**src/rtl/wb_port_arbiter_if.sv**
```systemverilog
// Writeback port bundle: two requester channels, pipeline hold and the
// registered register-file write port driven by the arbiter.
interface wb_port_arbiter_if #(
    parameter int DATA_W = 32,
    parameter int ADDR_W = 5
);
    logic              hold;
    logic              req0_valid;
    logic [ADDR_W-1:0] req0_addr;
    logic [DATA_W-1:0] req0_data;
    logic              req0_ready;
    logic              req1_valid;
    logic [ADDR_W-1:0] req1_addr;
    logic [DATA_W-1:0] req1_data;
    logic              req1_ready;
    logic              mux_sel;
    logic              wr_en;
    logic [ADDR_W-1:0] wr_addr;
    logic [DATA_W-1:0] wr_data;
    logic              collide;

    modport master (
        output hold,
        output req0_valid, req0_addr, req0_data,
        output req1_valid, req1_addr, req1_data,
        input  req0_ready, req1_ready,
        input  mux_sel, wr_en, wr_addr, wr_data, collide
    );

    modport slave (
        input  hold,
        input  req0_valid, req0_addr, req0_data,
        input  req1_valid, req1_addr, req1_data,
        output req0_ready, req1_ready,
        output mux_sel, wr_en, wr_addr, wr_data, collide
    );
endinterface

```
**src/rtl/wb_port_arbiter.sv**
```systemverilog
// Round-robin arbiter for the single register-file write port (ALU vs load).
// Optional macro WB_COLLIDE_EN: same-address collisions drop the ALU write.
module wb_port_arbiter #(
    parameter int DATA_W = 32,
    parameter int ADDR_W = 5
) (
    input  logic              clk,
    input  logic              rst,
    wb_port_arbiter_if.slave  bus
);
    logic              last_grant_q, last_grant_d;
    logic              mux_sel_q, mux_sel_d;
    logic              wr_en_q, wr_en_d;
    logic [ADDR_W-1:0] wr_addr_q, wr_addr_d;
    logic [DATA_W-1:0] wr_data_q, wr_data_d;

    logic              blocked;
    logic              coll;
    logic              grant0;
    logic              grant1;
    logic              accept;
    logic [ADDR_W-1:0] win_addr;

    always_comb begin
        blocked = rst | bus.hold;
`ifdef WB_COLLIDE_EN
        coll = !blocked && bus.req0_valid && bus.req1_valid &&
               (bus.req0_addr == bus.req1_addr) && (bus.req0_addr != '0);
`else
        coll = 1'b0;
`endif
        // Tie goes to the source that did not win last time.
        grant0 = !blocked && bus.req0_valid && (!bus.req1_valid || last_grant_q);
        grant1 = !blocked && bus.req1_valid && (!bus.req0_valid || !last_grant_q || coll);
        accept = grant0 | grant1;
        win_addr = grant1 ? bus.req1_addr : bus.req0_addr;
    end

    // A collision consumes source 0 too, but only source 1 is written.
    assign bus.req0_ready = grant0 | coll;
    assign bus.req1_ready = grant1;

    always_comb begin
        last_grant_d = last_grant_q;
        mux_sel_d    = mux_sel_q;
        wr_addr_d    = wr_addr_q;
        wr_data_d    = wr_data_q;
        wr_en_d      = 1'b0;
        if (accept) begin
            last_grant_d = grant1;
            mux_sel_d    = grant1;
            wr_addr_d    = win_addr;
            wr_data_d    = grant1 ? bus.req1_data : bus.req0_data;
            wr_en_d      = (win_addr != '0);
        end
    end

    always_ff @(posedge clk) begin
        if (rst) begin
            last_grant_q <= 1'b1;
            mux_sel_q    <= 1'b0;
            wr_en_q      <= 1'b0;
            wr_addr_q    <= '0;
            wr_data_q    <= '0;
        end else begin
            last_grant_q <= last_grant_d;
            mux_sel_q    <= mux_sel_d;
            wr_en_q      <= wr_en_d;
            wr_addr_q    <= wr_addr_d;
            wr_data_q    <= wr_data_d;
        end
    end

    assign bus.mux_sel = mux_sel_q;
    assign bus.wr_en   = wr_en_q;
    assign bus.wr_addr = wr_addr_q;
    assign bus.wr_data = wr_data_q;

`ifdef WB_COLLIDE_EN
    logic collide_q;

    always_ff @(posedge clk) begin
        if (rst) begin
            collide_q <= 1'b0;
        end else begin
            collide_q <= coll;
        end
    end

    assign bus.collide = collide_q;
`else
    assign bus.collide = 1'b0;
`endif
endmodule

```
**src/flat_wrapper.sv**
```systemverilog
// flat-port wrapper written by rule: the top's interface ports become plain ports
module wb_port_arbiter_flat 
#(
    parameter int DATA_W = 32,
    parameter int ADDR_W = 5
)
  (clk, rst, bus_hold, bus_req0_valid, bus_req0_addr, bus_req0_data, bus_req1_valid, bus_req1_addr, bus_req1_data, bus_req0_ready, bus_req1_ready, bus_mux_sel, bus_wr_en, bus_wr_addr, bus_wr_data, bus_collide);
  wb_port_arbiter_if #(.DATA_W(DATA_W), .ADDR_W(ADDR_W)) bus_i ();
  input  logic clk;
  input  logic rst;
  input wire logic [$bits(bus_i.hold)-1:0] bus_hold;
  input wire logic [$bits(bus_i.req0_valid)-1:0] bus_req0_valid;
  input wire logic [$bits(bus_i.req0_addr)-1:0] bus_req0_addr;
  input wire logic [$bits(bus_i.req0_data)-1:0] bus_req0_data;
  input wire logic [$bits(bus_i.req1_valid)-1:0] bus_req1_valid;
  input wire logic [$bits(bus_i.req1_addr)-1:0] bus_req1_addr;
  input wire logic [$bits(bus_i.req1_data)-1:0] bus_req1_data;
  output wire logic [$bits(bus_i.req0_ready)-1:0] bus_req0_ready;
  output wire logic [$bits(bus_i.req1_ready)-1:0] bus_req1_ready;
  output wire logic [$bits(bus_i.mux_sel)-1:0] bus_mux_sel;
  output wire logic [$bits(bus_i.wr_en)-1:0] bus_wr_en;
  output wire logic [$bits(bus_i.wr_addr)-1:0] bus_wr_addr;
  output wire logic [$bits(bus_i.wr_data)-1:0] bus_wr_data;
  output wire logic [$bits(bus_i.collide)-1:0] bus_collide;
  assign bus_i.hold = bus_hold;
  assign bus_i.req0_valid = bus_req0_valid;
  assign bus_i.req0_addr = bus_req0_addr;
  assign bus_i.req0_data = bus_req0_data;
  assign bus_i.req1_valid = bus_req1_valid;
  assign bus_i.req1_addr = bus_req1_addr;
  assign bus_i.req1_data = bus_req1_data;
  assign bus_req0_ready = bus_i.req0_ready;
  assign bus_req1_ready = bus_i.req1_ready;
  assign bus_mux_sel = bus_i.mux_sel;
  assign bus_wr_en = bus_i.wr_en;
  assign bus_wr_addr = bus_i.wr_addr;
  assign bus_wr_data = bus_i.wr_data;
  assign bus_collide = bus_i.collide;
  wb_port_arbiter #(.DATA_W(DATA_W), .ADDR_W(ADDR_W)) u_core (.clk(clk), .rst(rst), .bus(bus_i));
endmodule
```
**config.mk**
```make
export PLATFORM = sky130hd
export DESIGN_NAME = wb_port_arbiter_flat
export DESIGN_NICKNAME = d
export VERILOG_FILES = /design/src/rtl/wb_port_arbiter_if.sv /design/src/rtl/wb_port_arbiter.sv /design/src/flat_wrapper.sv
export SDC_FILE = /design/constraint.sdc
export NUM_CORES = 1
export LEC_CHECK = 0
export ABC_AREA = 1
export CAP_MARGIN = 10
export CORE_ASPECT_RATIO = 1.4
export CORE_MARGIN = 2
export CORE_UTILIZATION = 35
export CTS_BUF_LIST = sky130_fd_sc_hd__clkbuf_4
export DETAILED_ROUTE_END_ITERATION = 12
export PLACE_DENSITY = 0.78
export SETUP_SLACK_MARGIN = 0.3
export SLEW_MARGIN = 10
export SYNTH_ARGS = -nofsm -noshare
export SYNTH_HDL_FRONTEND = slang
export SYNTH_SLANG_ARGS = --single-unit
```
**constraint.sdc**
```tcl
create_clock -name clk -period 1.2 [get_ports clk]
set_input_delay 0.18 -clock clk [delete_from_list [all_inputs] [get_ports clk]]
set_output_delay 0.18 -clock clk [all_outputs]
set_load 0.01 [all_outputs]
```
Word-level counts from Yosys, hierarchy flattened
Index checks and enable logic that the tools add are counted.

Logic and storage cells: 22. Register bits after elaboration: 40.

Reductions and logical operators: 12. Multiplexer cells: 2. Bitwise gates (word level): 3.

Operator list (number): $mux 32 (1); $mux 5 (1); $reduce_bool 5->1 (1); $logic_and 1x1->1 (4); $logic_not 1->1 (4); $logic_or 1x1->1 (2); $or 1x1->1 (2); $reduce_or 2->1 (1); $not 1->1 (1).

Longest topological paths before layout
Gate-level depths: netlist of the first run.

Depth in word-level cells: 7. Depth in mapped cells: 8. Depth with buffers taken out: 7.

Worst setup path after synthesis of the first run
No wires, ideal clock.

Path type: register to register. Start point: register u_core.last_grant_q. End point: register u_core.wr_en_q, in the netlist u_core.bus.wr_en. Required time: 1.081 ns. Stages on the path, launching flop included: 8. Library setup time: 0.119 ns. Buffers on the path: 1. Period minus slack after synthesis: 1.116 ns. Arrival time: 0.998 ns. Path slack: 0.084 ns. Cells stage by stage: dfxtp_1 nand2_1 nand3_4 buf_6 o21ai_2 nand2_1 nor2_1 nor2_1.

Cells in the longest elaborated chain, start to end: 6.

RTL lines: start: declaration (RTL line wb_port_arbiter.sv:11) `logic last_grant_q, last_grant_d;`; start signal: assignment (RTL line wb_port_arbiter.sv:66) `last_grant_q <= last_grant_d;`; $logic_not 1->1 (RTL line wb_port_arbiter.sv:34) `grant1 = !blocked && bus.req1_valid && (!bus.req0_valid || !last_grant_q || coll);`; $logic_or 1x1->1 (RTL line wb_port_arbiter.sv:34); $logic_and 1x1->1 (RTL line wb_port_arbiter.sv:34); $or 1x1->1 (RTL line wb_port_arbiter.sv:35) `accept = grant0 | grant1;`; $not 1->1 (no line); $reduce_or 2->1 (no line); end signal: assignment (RTL line wb_port_arbiter.sv:68) `wr_en_q <= wr_en_d;`; end: declaration (RTL line wb_port_arbiter.sv:13) `logic wr_en_q, wr_en_d;`.

Several ways; a longest one is shown, not always the timed one. A chain may end at the register's enable or synchronous reset.

Worst setup path after layout of the first run
Start point: register u_core.last_grant_q. End point: output bus_req1_ready.

Cells in the longest elaborated chain, start to end: 3.

RTL lines: $logic_not 1->1 (RTL line wb_port_arbiter.sv:34); $logic_or 1x1->1 (RTL line wb_port_arbiter.sv:34); $logic_and 1x1->1 (RTL line wb_port_arbiter.sv:34); end: declaration (RTL line flat_wrapper.sv:19) `output wire logic [$bits(bus_i.req1_ready)-1:0] bus_req1_ready;`.

No other way between the ends.

==> results of run 1 <==
metal layers:
layer,vias up,track usage [%]
met5,-,0
li1,1172,-
met1,1097,21.4
met4,0,7.35
met3,8,4.02
met2,69,40.4
stage by stage:
stage               power, µW  hold slack (ns)  TNS, ns  instance area (µm²)
floorplan                1830            0.249        0                 2120
global placement         2320            0.453   -18.28                 3410
detailed placement       2340            0.468   -19.61                 3410
CTS                      3400            0.253  -0.0381                 3910
global route             3550            0.257    -1.37                 3940
finish                   3380            0.265  -0.0191                 3940
worst max-delay path, cell delays in order, from the launching register on:
cell,delay (ns)
dfxtp_2,0.36
nand2_4,0.07
nand3_4,0.09
inv_4,0.09
buf_6,0.10
worst paths after layout:
path                                         end  slack, ns
max reg2reg  u_core.bus.wr_data[21]$_SDFFE_PP0P_       0.01
min              u_core.bus.mux_sel$_SDFFE_PP0P_       0.26
max                               bus_req1_ready      -0.02
min reg2reg  u_core.bus.wr_data[22]$_SDFFE_PP0P_       0.51
where the power goes:
| group | total, µW | leakage [µW] | switching, µW | internal, µW |
|---|---|---|---|---|
| sequential | 1490 | 0.000344 | 61.9 | 1430 |
| clock | 887 | 0.0000456 | 427 | 460 |
| combinational | 999 | 0.00154 | 377 | 622 |
| total | 3380 | 0.00193 | 866 | 2510 |
logic make-up (layout without fill, tap and decap cells):
family,Yosys count,in the layout,share of synthesized area [%]
AO/OA/AOI/OAI,45,45,18.2
buffers and inverters,69,213,16.5
flip-flops,40,40,38.2
other,1,1,0.179
AND/OR/NAND/NOR,119,119,27.0
cells in the mapped netlist:
library cell   n
a21o_1         2
nand4_1        3
buf_6          7
a21oi_1        2
conb_1         1
nand3_2       10
buf_4          3
inv_1         43
nand2_1       79
nor2_1         2
o211ai_1      26
buf_2          7
o211ai_2      10
inv_2          5
nand3_1       23
o21ai_2        3
nand3_4        1
inv_4          1
clkbuf_1       2
o21ai_0        2
buf_8          1
dfxtp_1       40
nor2_4         1
registers in the layout (all words and copies together), names as in the netlist:
register / cells
u_core.last_grant_q: 1
u_core.bus.mux_sel: 1
u_core.bus.wr_data: 32
u_core.bus.wr_en: 1
u_core.bus.wr_addr: 5
final cells by class:
class,count,area share (%)
Clock buffer,6,1.14
Clock inverter,2,0.890
Inverter,49,4.80
Multi-Input combinational cell,165,26.1
Sequential cell,40,21.6
Tap cell,70,2.23
Timing Repair Buffer,156,43.2
timing repair:
| action | in CTS | in global routing |
|---|---|---|
| gates cloned | 4 | 0 |
| setup buffers | 16 | 2 |
| pin swaps | 6 | 0 |
| endpoints found under the setup margin | 81 | 81 |
| resized for setup | 276 | 4 |
==> impl_metrics.ini, run 1 <==
[routing]
drt_wl_total_um = 6800
antenna_left = 0
routed-via-count = 2346
wl_met1_um = 2520
met2_length_um = 3850
vias_per_cell = 4.81
routed.top_layer = met4
dr_wl_met3_um = 291
drtIter0Drc = 83
drtPass1Iterations = 4
drc_errors = 0
wl_per_cell_um = 13.9

[grt]
grt_max_degree = 33
antenna_found_initial = 0
grt.overflow.total = 0
grtUsageTotal_pct = 20.5
grt_pass1_vias = 2317
grt_first_pass_wirelength_um = 10900

[placed_design]
pre_cts_ws_ns = -0.575
dp_hpwl_um = 4550
dpl.cell_count = 458
port_buffers = 119
place_congestion = 0.816

[cts]
clk_latency_ns = 0.35
numCtsBuffers = 5
holdBufCountCts = 0
cts-root-buf = clkbuf_4
clock_path_buffers = 2
cts_tree = built
clock_sinks = 40
clk_pin_slew_ns = 0.11
cts_max_level = 2

[hold_path]
hold_class = in -> reg
hp-start = rst
hold_depth = 3

[die]
row_count = 33
die_w_um = 69.4
fp.dieArea_mm2 = 0.00664
start_util_pct = 36.0
num_io_pins = 121
die_h_um = 95.6
core-area_mm2 = 0.00582

[worst_setup_path]
cp_data_arrival_time_ns = 1.04
crit_fanout = 3
cp.required_ns = 1.02
critPathLaunchType = flip-flop
path_class = reg -> out
endpoint_kind = output pin
r2r-start = u_core.last_grant_q$_SDFFE_PP1P_
startpoint = u_core.last_grant_q$_SDFFE_PP1P_
reg2reg_depth = 8

[timing]
rsz0062_at_grt = true
finalClockSkew_ns = 0.0193
finalHoldViolations = 0
post-route-period-util_pct = 102
fin_ws_ns = -0.0191
finalMaxSlewViolations = 0
max_freq_mhz = 820
period_needed_ns = 1.22
setup_viol = 1

[logic_synthesis]
yosys_warnings = 0
seq_area_frac_synth_pct = 38.2
ys_types = 23
ys_ff_latch = 40
ys_top_cells_by_area = dfxtp_1 (38%), nand2_1 (14%), o211ai_1 (9.3%), inv_1 (7.7%), o211ai_2 (6.0%)
synth_area_mm2 = 0.00210
synth_cells = 274
syn_area_per_cell_um2 = 7.66
synth_top_area_share_pct = 38.2
yosysTopAreaCell = dfxtp_1
syn_nets = 353

[finish]
fin_util_pct = 67.6
multi_input_area_mm2 = 0.00103
final_common_cell = clkdlybuf4s50_1
final_cell_mix = clkdlybuf4s50_1 (74), nand2_1 (73), inv_1 (42), buf_6 (42), dfxtp_2 (40)
fillers = 455
syn_to_final_growth_pct = 87.6
fin_nets = 496
layout-drive-gt1-share_pct = 41.1
n_antenna_cell = 0
final-instance-count-excl-fill = 488
regArea_um2 = 851

[power]
p_per_area_mw_per_mm2 = 858
ir_drop_mv = 0.487
power_leakage_uw = 0.00193

[status]
violations = setup timing
status = finished, violations left

[job]
max-cap-violations = 0
(Power assumes the default switching activity.)
==> run 2: changes to the inputs <==
CTS_CLUSTER_DIAMETER = 60   (was default)
==> results of run 2 <==
Same layout as run 1: the final DEF is identical, and so are final timing and power.
